`src/rtl/key_cond_pkg.sv`:
```
// Shared types and default timing for the key conditioner.
// Latency: none (types, constants and a combinational helper only).
// Backpressure: not applicable.
package key_cond_pkg;

  typedef enum logic [1:0] {
    DIR_RIGHT = 2'd0,
    DIR_UP    = 2'd1,
    DIR_LEFT  = 2'd2,
    DIR_DOWN  = 2'd3
  } dir_t;

  // 20 ms, 500 ms and 100 ms at 50 MHz
  localparam int DEF_DEBOUNCE_CYCLES = 1000000;
  localparam int DEF_REPEAT_DELAY    = 25000000;
  localparam int DEF_REPEAT_PERIOD   = 5000000;

  // Lowest set bit wins: KEY0 has the highest priority.
  function automatic dir_t lowest_dir(input logic [3:0] v);
    dir_t d;
    if (v[0])      d = DIR_RIGHT;
    else if (v[1]) d = DIR_UP;
    else if (v[2]) d = DIR_LEFT;
    else           d = DIR_DOWN;
    return d;
  endfunction

endpackage

```
`src/rtl/key_conditioner_debounce.sv`:
```
// One-input debouncer: 2-flop synchronizer, stability counter, stable register.
// Latency: 2 + N cycles from a clean raw edge to level_o.
// Backpressure: none; free-running.
module debounce_cell
  import key_cond_pkg::*;
#(
  parameter int N      = DEF_DEBOUNCE_CYCLES,
  parameter bit INVERT = 1'b0
) (
  input  logic clk_i,
  input  logic rst_ni,
  input  logic raw_i,
  output logic level_o
);

  localparam int CW = (N > 1) ? $clog2(N) : 1;
  localparam logic [CW-1:0] CNT_MAX = CW'(N - 1);

  logic [1:0]    sync_q;
  logic [1:0]    fill_q;
  logic [CW-1:0] cnt_q, cnt_d;
  logic          stable_q, stable_d;
  logic          sync_val;

  // Polarity is corrected only after the synchronizer.
  assign sync_val = sync_q[1] ^ INVERT;
  assign level_o  = stable_q;

  // Count consecutive disagreeing cycles; accept the new value at CNT_MAX.
  // fill_q keeps the counter idle until the synchronizer holds real pin
  // samples, so the cleared reset value of the flops (which reads as
  // "pressed" after inversion) is never counted.
  always_comb begin
    cnt_d    = cnt_q;
    stable_d = stable_q;
    if (!fill_q[1] || (sync_val == stable_q)) begin
      cnt_d = '0;
    end else if (cnt_q == CNT_MAX) begin
      stable_d = sync_val;
      cnt_d    = '0;
    end else begin
      cnt_d = cnt_q + 1'b1;
    end
  end

  // Synchronizer, fill tracker, counter and stable value registers.
  always_ff @(posedge clk_i or negedge rst_ni) begin
    if (!rst_ni) begin
      sync_q   <= '0;
      fill_q   <= '0;
      cnt_q    <= '0;
      stable_q <= 1'b0;
    end else begin
      sync_q   <= {sync_q[0], raw_i};
      fill_q   <= {fill_q[0], 1'b1};
      cnt_q    <= cnt_d;
      stable_q <= stable_d;
    end
  end

endmodule

```
`src/rtl/key_conditioner.sv`:
```
// Debounces KEY[3:0]/SW0, emits press pulses and a valid/ready direction command.
// Latency: level 2+DEBOUNCE_CYCLES cycles, press pulse +1, dir_valid_o +1 more.
// Backpressure: single-entry; a new press overwrites a pending dir_o (latest wins).
// Optional auto-repeat is built when KEY_COND_AUTOREPEAT_EN is defined.
module key_conditioner
  import key_cond_pkg::*;
#(
  parameter int DEBOUNCE_CYCLES = DEF_DEBOUNCE_CYCLES,
  parameter int REPEAT_DELAY    = DEF_REPEAT_DELAY,
  parameter int REPEAT_PERIOD   = DEF_REPEAT_PERIOD
) (
  input  logic       clk_clk,
  input  logic       reset_reset_n,
  input  logic [3:0] key_n_i,
  input  logic       sw_i,
  output logic [3:0] key_level_o,
  output logic       sw_level_o,
  output logic [3:0] key_press_o,
  output logic       dir_valid_o,
  output logic [1:0] dir_o,
  input  logic       dir_ready_i
);

  logic [3:0] level_w;
  logic       sw_w;
  logic [3:0] level_dly_q;
  logic [3:0] rise_w;
  logic [3:0] rpt_vec;
  logic [3:0] press_q, press_d;
  dir_t       dir_q, dir_d;
  logic       valid_q, valid_d;

  for (genvar g = 0; g < 4; g++) begin : g_key
    debounce_cell #(.N(DEBOUNCE_CYCLES), .INVERT(1'b1)) u_key (
      .clk_i   (clk_clk),
      .rst_ni  (reset_reset_n),
      .raw_i   (key_n_i[g]),
      .level_o (level_w[g])
    );
  end

  debounce_cell #(.N(DEBOUNCE_CYCLES), .INVERT(1'b0)) u_sw (
    .clk_i   (clk_clk),
    .rst_ni  (reset_reset_n),
    .raw_i   (sw_i),
    .level_o (sw_w)
  );

  assign rise_w = level_w & ~level_dly_q;

`ifdef KEY_COND_AUTOREPEAT_EN
  localparam int RPT_MAX = (REPEAT_DELAY > REPEAT_PERIOD) ? REPEAT_DELAY : REPEAT_PERIOD;
  localparam int RW      = $clog2(RPT_MAX + 1);

  logic [RW-1:0] rpt_cnt_q, rpt_cnt_d;
  logic [RW-1:0] rpt_lim;
  logic          rpt_first_q, rpt_first_d;
  logic          rpt_src_q;
  logic          rpt_fire;
  logic          held_any;
  logic [1:0]    hidx;

  // Time since the last pulse of the lowest-index held key; the first gap
  // uses REPEAT_DELAY, later ones REPEAT_PERIOD. rpt_src_q tells whether
  // the pulse now on key_press_o came from the repeat path.
  always_comb begin
    held_any    = |level_w;
    hidx        = lowest_dir(level_w);
    rpt_lim     = rpt_first_q ? RW'(REPEAT_DELAY - 1) : RW'(REPEAT_PERIOD - 1);
    rpt_fire    = held_any && !press_q[hidx] && (rpt_cnt_q == rpt_lim);
    rpt_vec     = rpt_fire ? (4'b0001 << hidx) : 4'b0000;
    rpt_cnt_d   = rpt_cnt_q;
    rpt_first_d = rpt_first_q;
    if (!held_any) begin
      rpt_cnt_d   = '0;
      rpt_first_d = 1'b1;
    end else if (press_q[hidx]) begin
      rpt_cnt_d   = RW'(1);
      rpt_first_d = ~rpt_src_q;
    end else if (rpt_cnt_q != '1) begin
      rpt_cnt_d = rpt_cnt_q + 1'b1;
    end
  end

  // Repeat counter state.
  always_ff @(posedge clk_clk or negedge reset_reset_n) begin
    if (!reset_reset_n) begin
      rpt_cnt_q   <= '0;
      rpt_first_q <= 1'b1;
      rpt_src_q   <= 1'b0;
    end else begin
      rpt_cnt_q   <= rpt_cnt_d;
      rpt_first_q <= rpt_first_d;
      rpt_src_q   <= rpt_fire;
    end
  end
`else
  assign rpt_vec = 4'b0000;
`endif

  // Press pulses and the single-entry direction command register.
  always_comb begin
    press_d = rise_w | rpt_vec;
    dir_d   = dir_q;
    valid_d = valid_q;
    if (|press_q) begin
      dir_d   = lowest_dir(press_q);
      valid_d = 1'b1;
    end else if (valid_q && dir_ready_i) begin
      valid_d = 1'b0;
    end
  end

  // Output-side registers.
  always_ff @(posedge clk_clk or negedge reset_reset_n) begin
    if (!reset_reset_n) begin
      level_dly_q <= '0;
      press_q     <= '0;
      dir_q       <= DIR_RIGHT;
      valid_q     <= 1'b0;
    end else begin
      level_dly_q <= level_w;
      press_q     <= press_d;
      dir_q       <= dir_d;
      valid_q     <= valid_d;
    end
  end

  assign key_level_o = level_w;
  assign sw_level_o  = sw_w;
  assign key_press_o = press_q;
  assign dir_valid_o = valid_q;
  assign dir_o       = dir_q;

endmodule

```
`config.mk`:
```
export PLATFORM = sky130hd
export DESIGN_NAME = key_conditioner
export DESIGN_NICKNAME = d
export VERILOG_FILES = /design/src/rtl/key_cond_pkg.sv /design/src/rtl/key_conditioner_debounce.sv /design/src/rtl/key_conditioner.sv
export SDC_FILE = /design/constraint.sdc
export NUM_CORES = 1
export LEC_CHECK = 0
export CAP_MARGIN = 20
export CORE_MARGIN = 4
export CORE_UTILIZATION = 40
export DETAILED_ROUTE_END_ITERATION = 10
export HOLD_SLACK_MARGIN = 0.12
export PLACE_DENSITY = 0.64
export SYNTH_ARGS = -nofsm -noshare
export SYNTH_HDL_FRONTEND = slang
export SYNTH_HIERARCHICAL = 1
export SYNTH_SLANG_ARGS = --single-unit
export TNS_END_PERCENT = 100
```
`constraint.sdc`:
```
create_clock -name clk_clk -period 2.1 [get_ports clk_clk]
set_input_delay 0.42 -clock clk_clk [delete_from_list [all_inputs] [get_ports clk_clk]]
set_output_delay 0.42 -clock clk_clk [all_outputs]
set_load 0.02 [all_outputs]
```
======== Yosys cells after proc, flatten, opt, wreduce, memory -nomap -nowiden ========
Index checks and enable logic that the tools add are counted.
cells by class
  $add $sub $neg .......................... 5
  equality and inequality tests ........... 10
  mux-type cells .......................... 15
  bitwise logic cells ..................... 11
  reduce and logical (&&, ||, !) cells .... 18
operators by type and width
  kind                                            number
  two-way mux 20 bit                              10
  adder 20 x 1 -> 20 bit (second input constant)  5
  equality test 20 bit (second input constant)    5
  AND reduction 2 bit                             5
  NOT 1 bit                                       9
  equality test 1 bit                             5
  logical NOT 1 bit                               5
  logical OR 1 bit                                5
  bitwise AND 4 bit                               1
  two-way mux 2 bit                               2
  NOT 4 bit                                       1
  OR reduction 4 bit                              1
  two-way mux 1 bit                               3
  nonzero test 2 bit                              1
  logical AND 1 bit                               1
storage, ports and cells
  flip-flop bits (word level) ............. 136
  input bits .............................. 8
  output and inout bits ................... 12
  word-level logic and storage cells ...... 83

======== Longest topological paths before layout ========
Gate-level depths: netlist of run 1.
  word-level depth ........................ 5
  mapped depth ............................ 7
  mapped depth without buffers ............ 5

======== Hierarchy ========
The synthesis of run 1 kept the hierarchy.
modules (own cells, without submodules)
  module                              times used  cells each  area each (µm²)  seq. area each (µm²)
  debounce_cell (g_key[0].u_key ...)  4           113         1157.4           625.6
  debounce_cell (u_sw)                1           112         1186.1           625.6
  key_conditioner                     1           23          341.6            275.3

======== Worst setup path before layout of run 1 ========
OpenSTA, ideal clock, no wires.
  kind .................................... register to register
  from .................................... reg u_sw.cnt_q[12]
  to ...................................... reg u_sw.cnt_q[10]
  setup time .............................. 119 ps
  data arrival time ....................... 1639 ps
  data required time ...................... 1981 ps
  path slack .............................. 342 ps
  stages on the path, launching flop included .. 7
  path buffers ............................ 2
  clock period less this slack ............ 1758 ps
  path through ............................ dfrtp_1 or4b_1 nor4_2 a21o_1 buf_6 buf_12 nor2_1
between the ends
  longest elaborated chain between the ends .. 3
ends and longest elaborated chain
  item                    line                            text
  start, declared         key_conditioner_debounce.sv:21  logic [CW-1:0] cnt_q, cnt_d;
  start signal, assigned  key_conditioner_debounce.sv:56  cnt_q <= cnt_d;
  equality test 20 bit    key_conditioner_debounce.sv:38  end else if (cnt_q == CNT_MAX) begin
  two-way mux 20 bit      key_conditioner_debounce.sv:38
  two-way mux 20 bit      key_conditioner_debounce.sv:36  if (!fill_q[1] || (sync_val == stable_q)) begin
  net u_sw.cnt_d[10]      key_conditioner_debounce.sv:21
The timed path passes the listed nets, and every way through them passes these cells.
A chain may end at the register's enable or synchronous reset.

======== Final worst setup path of run 1 ========
  from .................................... reg press_q[1] (netlist: key_press_o[1])
  to ...................................... out key_press_o[1]
RTL lines
  item                    line                    text
  start, declared         key_conditioner.sv:29   logic [3:0] press_q, press_d;
  start signal, assigned  key_conditioner.sv:123  press_q <= press_d;
  end, declared           key_conditioner.sv:18   output logic [3:0] key_press_o,
No word-level cell between the ends.

==> results of run 1 <==
## layout make-up
cell class | instances | share of cell area, %
clock inverters | 11 | 2.04
well taps | 188 | 3.28
flip-flops and latches | 136 | 47.5
multi-input cells | 420 | 36.1
repair buffers | 30 | 4.21
inverters | 11 | 0.576
clock buffers | 21 | 6.28
## metrics by stage
stage | instance area [um^2] | total power, mW | instances | utilization, % | hold slack [ps]
after floorplan | 6160 | 2.76 | 587 | - | 124
after global placement | 6560 | 2.85 | 784 | 43.3 | 334
final | 7170 | 5.79 | 817 | 47.3 | 346
after global routing | 7170 | 6.03 | 817 | 47.3 | 349
after detailed placement | 6560 | 2.85 | 784 | 43.3 | 335
after CTS | 7170 | 5.88 | 817 | 47.3 | 348
## per-layer routing
metal / global-route usage (%) / vias to the layer above / part of all wire (%)
li1: - / 2124 / -
met4: 5.13 / 0 / 0.76
met1: 18.6 / 2130 / 47
met2: 22.7 / 42 / 50
met3: 4.62 / 7 / 3.1
met5: 0 / - / 0
## worst paths after layout
| path | to | depth (start not counted) |
|---|---|---|
| setup / recovery | key_press_o[1] | 1 |
| hold / removal | g_key[3].u_key/sync_q[1] | 0 |
| setup reg to reg | g_key[3].u_key/cnt_q[18] | 5 |
| hold reg to reg | g_key[3].u_key/sync_q[1] | 0 |
| max in group asynchronous | g_key[2].u_key/cnt_q[5] | 3 |
| min in group asynchronous | g_key[3].u_key/cnt_q[8] | 2 |
## flip-flops by register name, summed over array words and instances (netlist names), 4 cells and up
signal	flops
g_key.u_key/cnt_q	80
u_sw/cnt_q	20
g_key.u_key/fill_q	8
g_key.u_key/sync_q	8
g_key.u_key/level_o	4
key_press_o	4
level_dly_q	4
## synthesized netlist by cell type, types with 5 or more instances
library cell	number	area, um^2
o21ai_0	20	100
or4_1	11	82.6
and4_2	6	60.1
buf_2	17	85.1
nor4_1	10	62.6
nor2_1	74	278
and4_1	18	158
a21oi_1	31	155
nand3_2	5	50.1
nand4_1	6	37.5
xnor2_1	29	254
nor4b_1	9	78.8
ha_1	5	62.6
nand2_1	39	146
and3_1	14	87.6
conb_1	5	18.8
xor2_1	36	315
inv_1	11	41.3
dfrtp_1	136	3400
o31ai_1	10	75.1
or3_1	25	156
a21o_1	5	37.5
nand3_1	41	205
## kinds of logic (layout without fill, tap and decap cells)
group / count (synthesis) / count (layout) / share of synthesized area, %
xor+xnor: 65 / 65 / 9.25
simple gates: 272 / 272 / 24.5
buf+inv: 31 / 73 / 2.64
other cells: 5 / 5 / 0.305
fa+ha+maj: 5 / 5 / 1.02
compound gates: 68 / 68 / 6.18
mux: 5 / 5 / 0.833
flops: 136 / 136 / 55.3
## report_power, final
| part | total [mW] | switching [mW] | internal [mW] |
|---|---|---|---|
| logic | 0.138 | 0.0948 | 0.0436 |
| registers | 2.67 | 0.0160 | 2.65 |
| clock network | 2.98 | 1.08 | 1.90 |
==> impl_metrics.json, run 1 <==
{
  "port_buffers": 19,
  "drt-total-wl_mm": 11.5,
  "dp_hpwl_mm": 7.62,
  "yosysSeqAreaShare_pct": 55.3,
  "final_cell_mix": "136 x dfrtp_1, 74 x nor2_1, 41 x nand3_1",
  "grt_remaining_overflow": 0,
  "cts_made_buffers": 17,
  "regArea_um2": 3400,
  "cts_max_level": 4,
  "async_reset_ff_share_pct": 100,
  "slew_viol_final": 0,
  "antenna_found_initial": 0,
  "die_h_um": 132,
  "io_pins": 20,
  "fin_crit_ps": 1970,
  "clk_latency_ps": 420,
  "reg2reg_from": "g_key[3].u_key/cnt_q[0]",
  "ctsHoldBuffers": 1,
  "synth_cell_types": 37,
  "grt_max_degree": 50,
  "slowest_delay_ps": 660,
  "crit_start": "key_press_o[1]",
  "track_usage_pct": 14.3,
  "rsz0062_at_grt": "false",
  "grt_pass1_wl_mm": 20.7,
  "die_x_um": 132,
  "fin_nets": 629,
  "layout.cells.most_common": "dfrtp_1",
  "path_clk_slew_ps": 60,
  "post-route-period-util_pct": 93.8,
  "tritoncts": "done",
  "synth-edff-count": 0,
  "arrival_ps": 1550,
  "crit_chain": "clkdlybuf4s50_1",
  "cp_max_fo": 4,
  "hold_viol": 0,
  "drt_iter0_drc": 223,
  "drv_cap": 0,
  "critPathLaunchType": "flop",
  "syn-num-nets": 600,
  "dp_slack_ps": 232,
  "vias_per_cell": 5.27,
  "reg2reg_setup_slack_ps": 240,
  "initial_utilization_pct": 40.7,
  "fillers": 1402,
  "cts_setup_buffers": 0,
  "cts_resized": 0,
  "synth_seq_cells": 136,
  "rows": 45,
  "crit_family": "buffers and inverters",
  "synth_cells": 587,
  "drive_above_1_share_pct": 8.43,
  "setup-violations-final": 0,
  "synthesis.area_um2": 6160,
  "yosysWarnings": 6,
  "max_freq_mhz": 507,
  "path_buf_inv": 1,
  "crit_type": "reg2out",
  "grt_pass1_vias": 4393,
  "cts.sinks": 136,
  "vias": 4303,
  "status": "finished clean",
  "syn_to_final_growth_pct": 16.4,
  "clock_skew_ps": 4.98,
  "worst_slack_ps": 129,
  "multi_input_area_um2": 2590,
  "power.leakage_nw": 2.97,
  "die_area_um2": 17400,
  "ant_nets": 0,
  "max-vdd-ir-drop_mv": 0.657,
  "hold_path.class": "reg2reg",
  "antenna_cells": 0,
  "final.setup.tns_ps": 0,
  "synth_ff_type": "dfrtp_1",
  "drt_pre_antenna_iters": 4,
  "syn_avg_cell_area_um2": 10.5,
  "root_buffer": "clkbuf_16",
  "design.core.area_um2": 15100,
  "wl_per_cell_um": 14.1,
  "crit_path_end_kind": "primary output",
  "drc": 0,
  "worst-endpoint-required_ps": 1680,
  "hold_start": "g_key[3].u_key/sync_q[0]",
  "powerDensity_nw_per_um2": 807,
  "gp_congestion": 0.761,
  "clock_path_buffers": 2,
  "crit_slowest_cell": "clkdlybuf4s50_1"
}
(Power assumes the default switching activity.)
==> inputs of run 2 (changes only) <==
Settings changed: MAX_ROUTING_LAYER set to met4.
==> run 2 against run 1 <==
Compared with the run above: clock skew grew 1.7 ps; cell count unchanged; power about the same; critical endpoint unchanged.
==> impl_metrics.json, run 2 (synthesis gave the netlist of run 1 again) <==
{
  "status": "finished clean",
  "initial_utilization_pct": 40.7,
  "reg2reg_setup_slack_ps": 240,
  "drt-total-wl_mm": 11.5,
  "port_buffers": 19,
  "vias_per_cell": 5.29,
  "rows": 45,
  "holdPathStages": 0,
  "dr.max_layer_used": "met4",
  "fin_crit_ps": 1960,
  "path_buf_inv": 1,
  "antenna_found_initial": 0,
  "drc": 0,
  "cp.depth": 1,
  "finalNonFillerCells": 817,
  "cts_max_level": 4,
  "setup-violations-final": 0,
  "rsz0062_at_grt": "false",
  "place_inst": 784,
  "ant_nets": 0,
  "hold_path.class": "reg2reg",
  "holdPathEnd": "g_key[3].u_key/sync_q[1]",
  "reg2reg_from": "g_key[3].u_key/cnt_q[0]",
  "arrival_ps": 1540,
  "drv_cap": 0,
  "die_x_um": 132,
  "route.met2.wl_mm": 5.68,
  "worst-endpoint-required_ps": 1680,
  "clockPowerShare_pct": 51.5,
  "design.core.area_um2": 15100,
  "final.setup.tns_ps": 0,
  "powerDensity_nw_per_um2": 807,
  "dp_hpwl_mm": 7.62,
  "max_freq_mhz": 509,
  "r2r_end": "g_key[3].u_key/cnt_q[18]",
  "p_comb_share_pct": 2.4,
  "die_h_um": 132,
  "crit_slowest_cell": "clkdlybuf4s50_1",
  "crit_family": "buffers and inverters",
  "tritoncts": "done",
  "reg2regPathDepth": 5,
  "post-route-period-util_pct": 93.5,
  "vias": 4318,
  "routed-wl-met3_um": 352,
  "root_buffer": "clkbuf_16",
  "grt_remaining_overflow": 0,
  "power.switching_mw": 1.19,
  "power.leakage_nw": 2.97,
  "drive_above_1_share_pct": 8.43,
  "gp_congestion": 0.771,
  "crit_path_end_kind": "primary output",
  "top_register": "g_key.u_key/cnt_q",
  "max-vdd-ir-drop_mv": 0.658,
  "final_cell_mix": "136 x dfrtp_1, 74 x nor2_1, 41 x nand3_1",
  "largest_register_ffs": 80,
  "cp_max_fo": 4,
  "cts.sinks": 136,
  "track_usage_pct": 14.8,
  "cts_made_buffers": 17,
  "internal-power_mw": 4.59,
  "clk_latency_ps": 410,
  "clock_skew_ps": 6.67,
  "antenna_cells": 0,
  "grt_pass1_wl_mm": 20.7,
  "wl_met1_mm": 5.35,
  "top_regs": "g_key.u_key/cnt_q: 80 flops, u_sw/cnt_q: 20 flops",
  "clock_path_buffers": 2,
  "cts_setup_buffers": 0,
  "power.share.sequential_pct": 46.1,
  "die_area_um2": 17400,
  "whs_ps": 346,
  "drt_pre_antenna_iters": 5,
  "layout.cells.most_common": "dfrtp_1",
  "syn_to_final_growth_pct": 16.4,
  "hold_viol": 0,
  "p_sw_share_pct": 20.6,
  "hold_start": "g_key[3].u_key/sync_q[0]",
  "fin_nets": 629,
  "drt_iter0_drc": 221,
  "slowest_delay_ps": 660,
  "crit_type": "reg2out",
  "crit_chain": "clkdlybuf4s50_1",
  "slew_viol_final": 0,
  "grt_pass1_vias": 4388,
  "grt_max_degree": 50,
  "wl_per_cell_um": 14.1,
  "critPathLaunchType": "flop",
  "path_clk_slew_ps": 60,
  "power_mw": 5.78,
  "io_pins": 20
}
[run 2: layout make-up]
type	instances	area, um^2
well taps	188	235
flip-flops and latches	136	3400
multi-input cells	420	2590
clock buffers	21	450
clock inverters	11	146
fillers	1402	7980
repair buffers	30	302
inverters	11	41.3
[run 2: what timing repair did]
item	4_1_cts	5_1_grt
hold endpoints to repair	45	0
hold buffers	1	0
gates resized for setup	0	0
[run 2: layer usage]
| layer | vias to the layer above | GRT usage [%] |
|---|---|---|
| met5 | - | - |
| met4 | 0 | 5.48 |
| met1 | 2138 | 18.6 |
| li1 | 2127 | - |
| met3 | 12 | 4.27 |
| met2 | 41 | 22.7 |
[run 2: worst max path at each step]
stage / start / end / slack (ps)
after detailed placement: g_key[3].u_key/cnt_q[0] / g_key[3].u_key/cnt_q[18] / 230
after global routing: key_press_o[1] / key_press_o[1] / 80
after global placement: u_sw/cnt_q[11] / u_sw/level_o / 280
final: key_press_o[1] / key_press_o[1] / 140
after CTS: key_press_o[1] / key_press_o[1] / 110
after floorplan: u_sw/cnt_q[12] / u_sw/cnt_q[10] / 340
[run 2: power by group through the flow]
stage / sequential [mW] / clock [mW] / combinational (mW)
after detailed placement: 2.71 / 0 / 0.142
after global routing: 2.67 / 3.20 / 0.162
final: 2.67 / 2.98 / 0.138
after CTS: 2.67 / 3.07 / 0.145
after global placement: 2.71 / 0 / 0.138
after floorplan: 2.71 / 0 / 0.0538
[run 2: stage by stage]
| stage | utilization [%] | setup slack (ps) | area [um^2] |
|---|---|---|---|
| after floorplan | - | 342 | 6160 |
| after global routing | 47.3 | 81.8 | 7170 |
| after CTS | 47.3 | 110 | 7170 |
| after global placement | 43.3 | 276 | 6560 |
| final | 47.3 | 136 | 7170 |
| after detailed placement | 43.3 | 232 | 6560 |
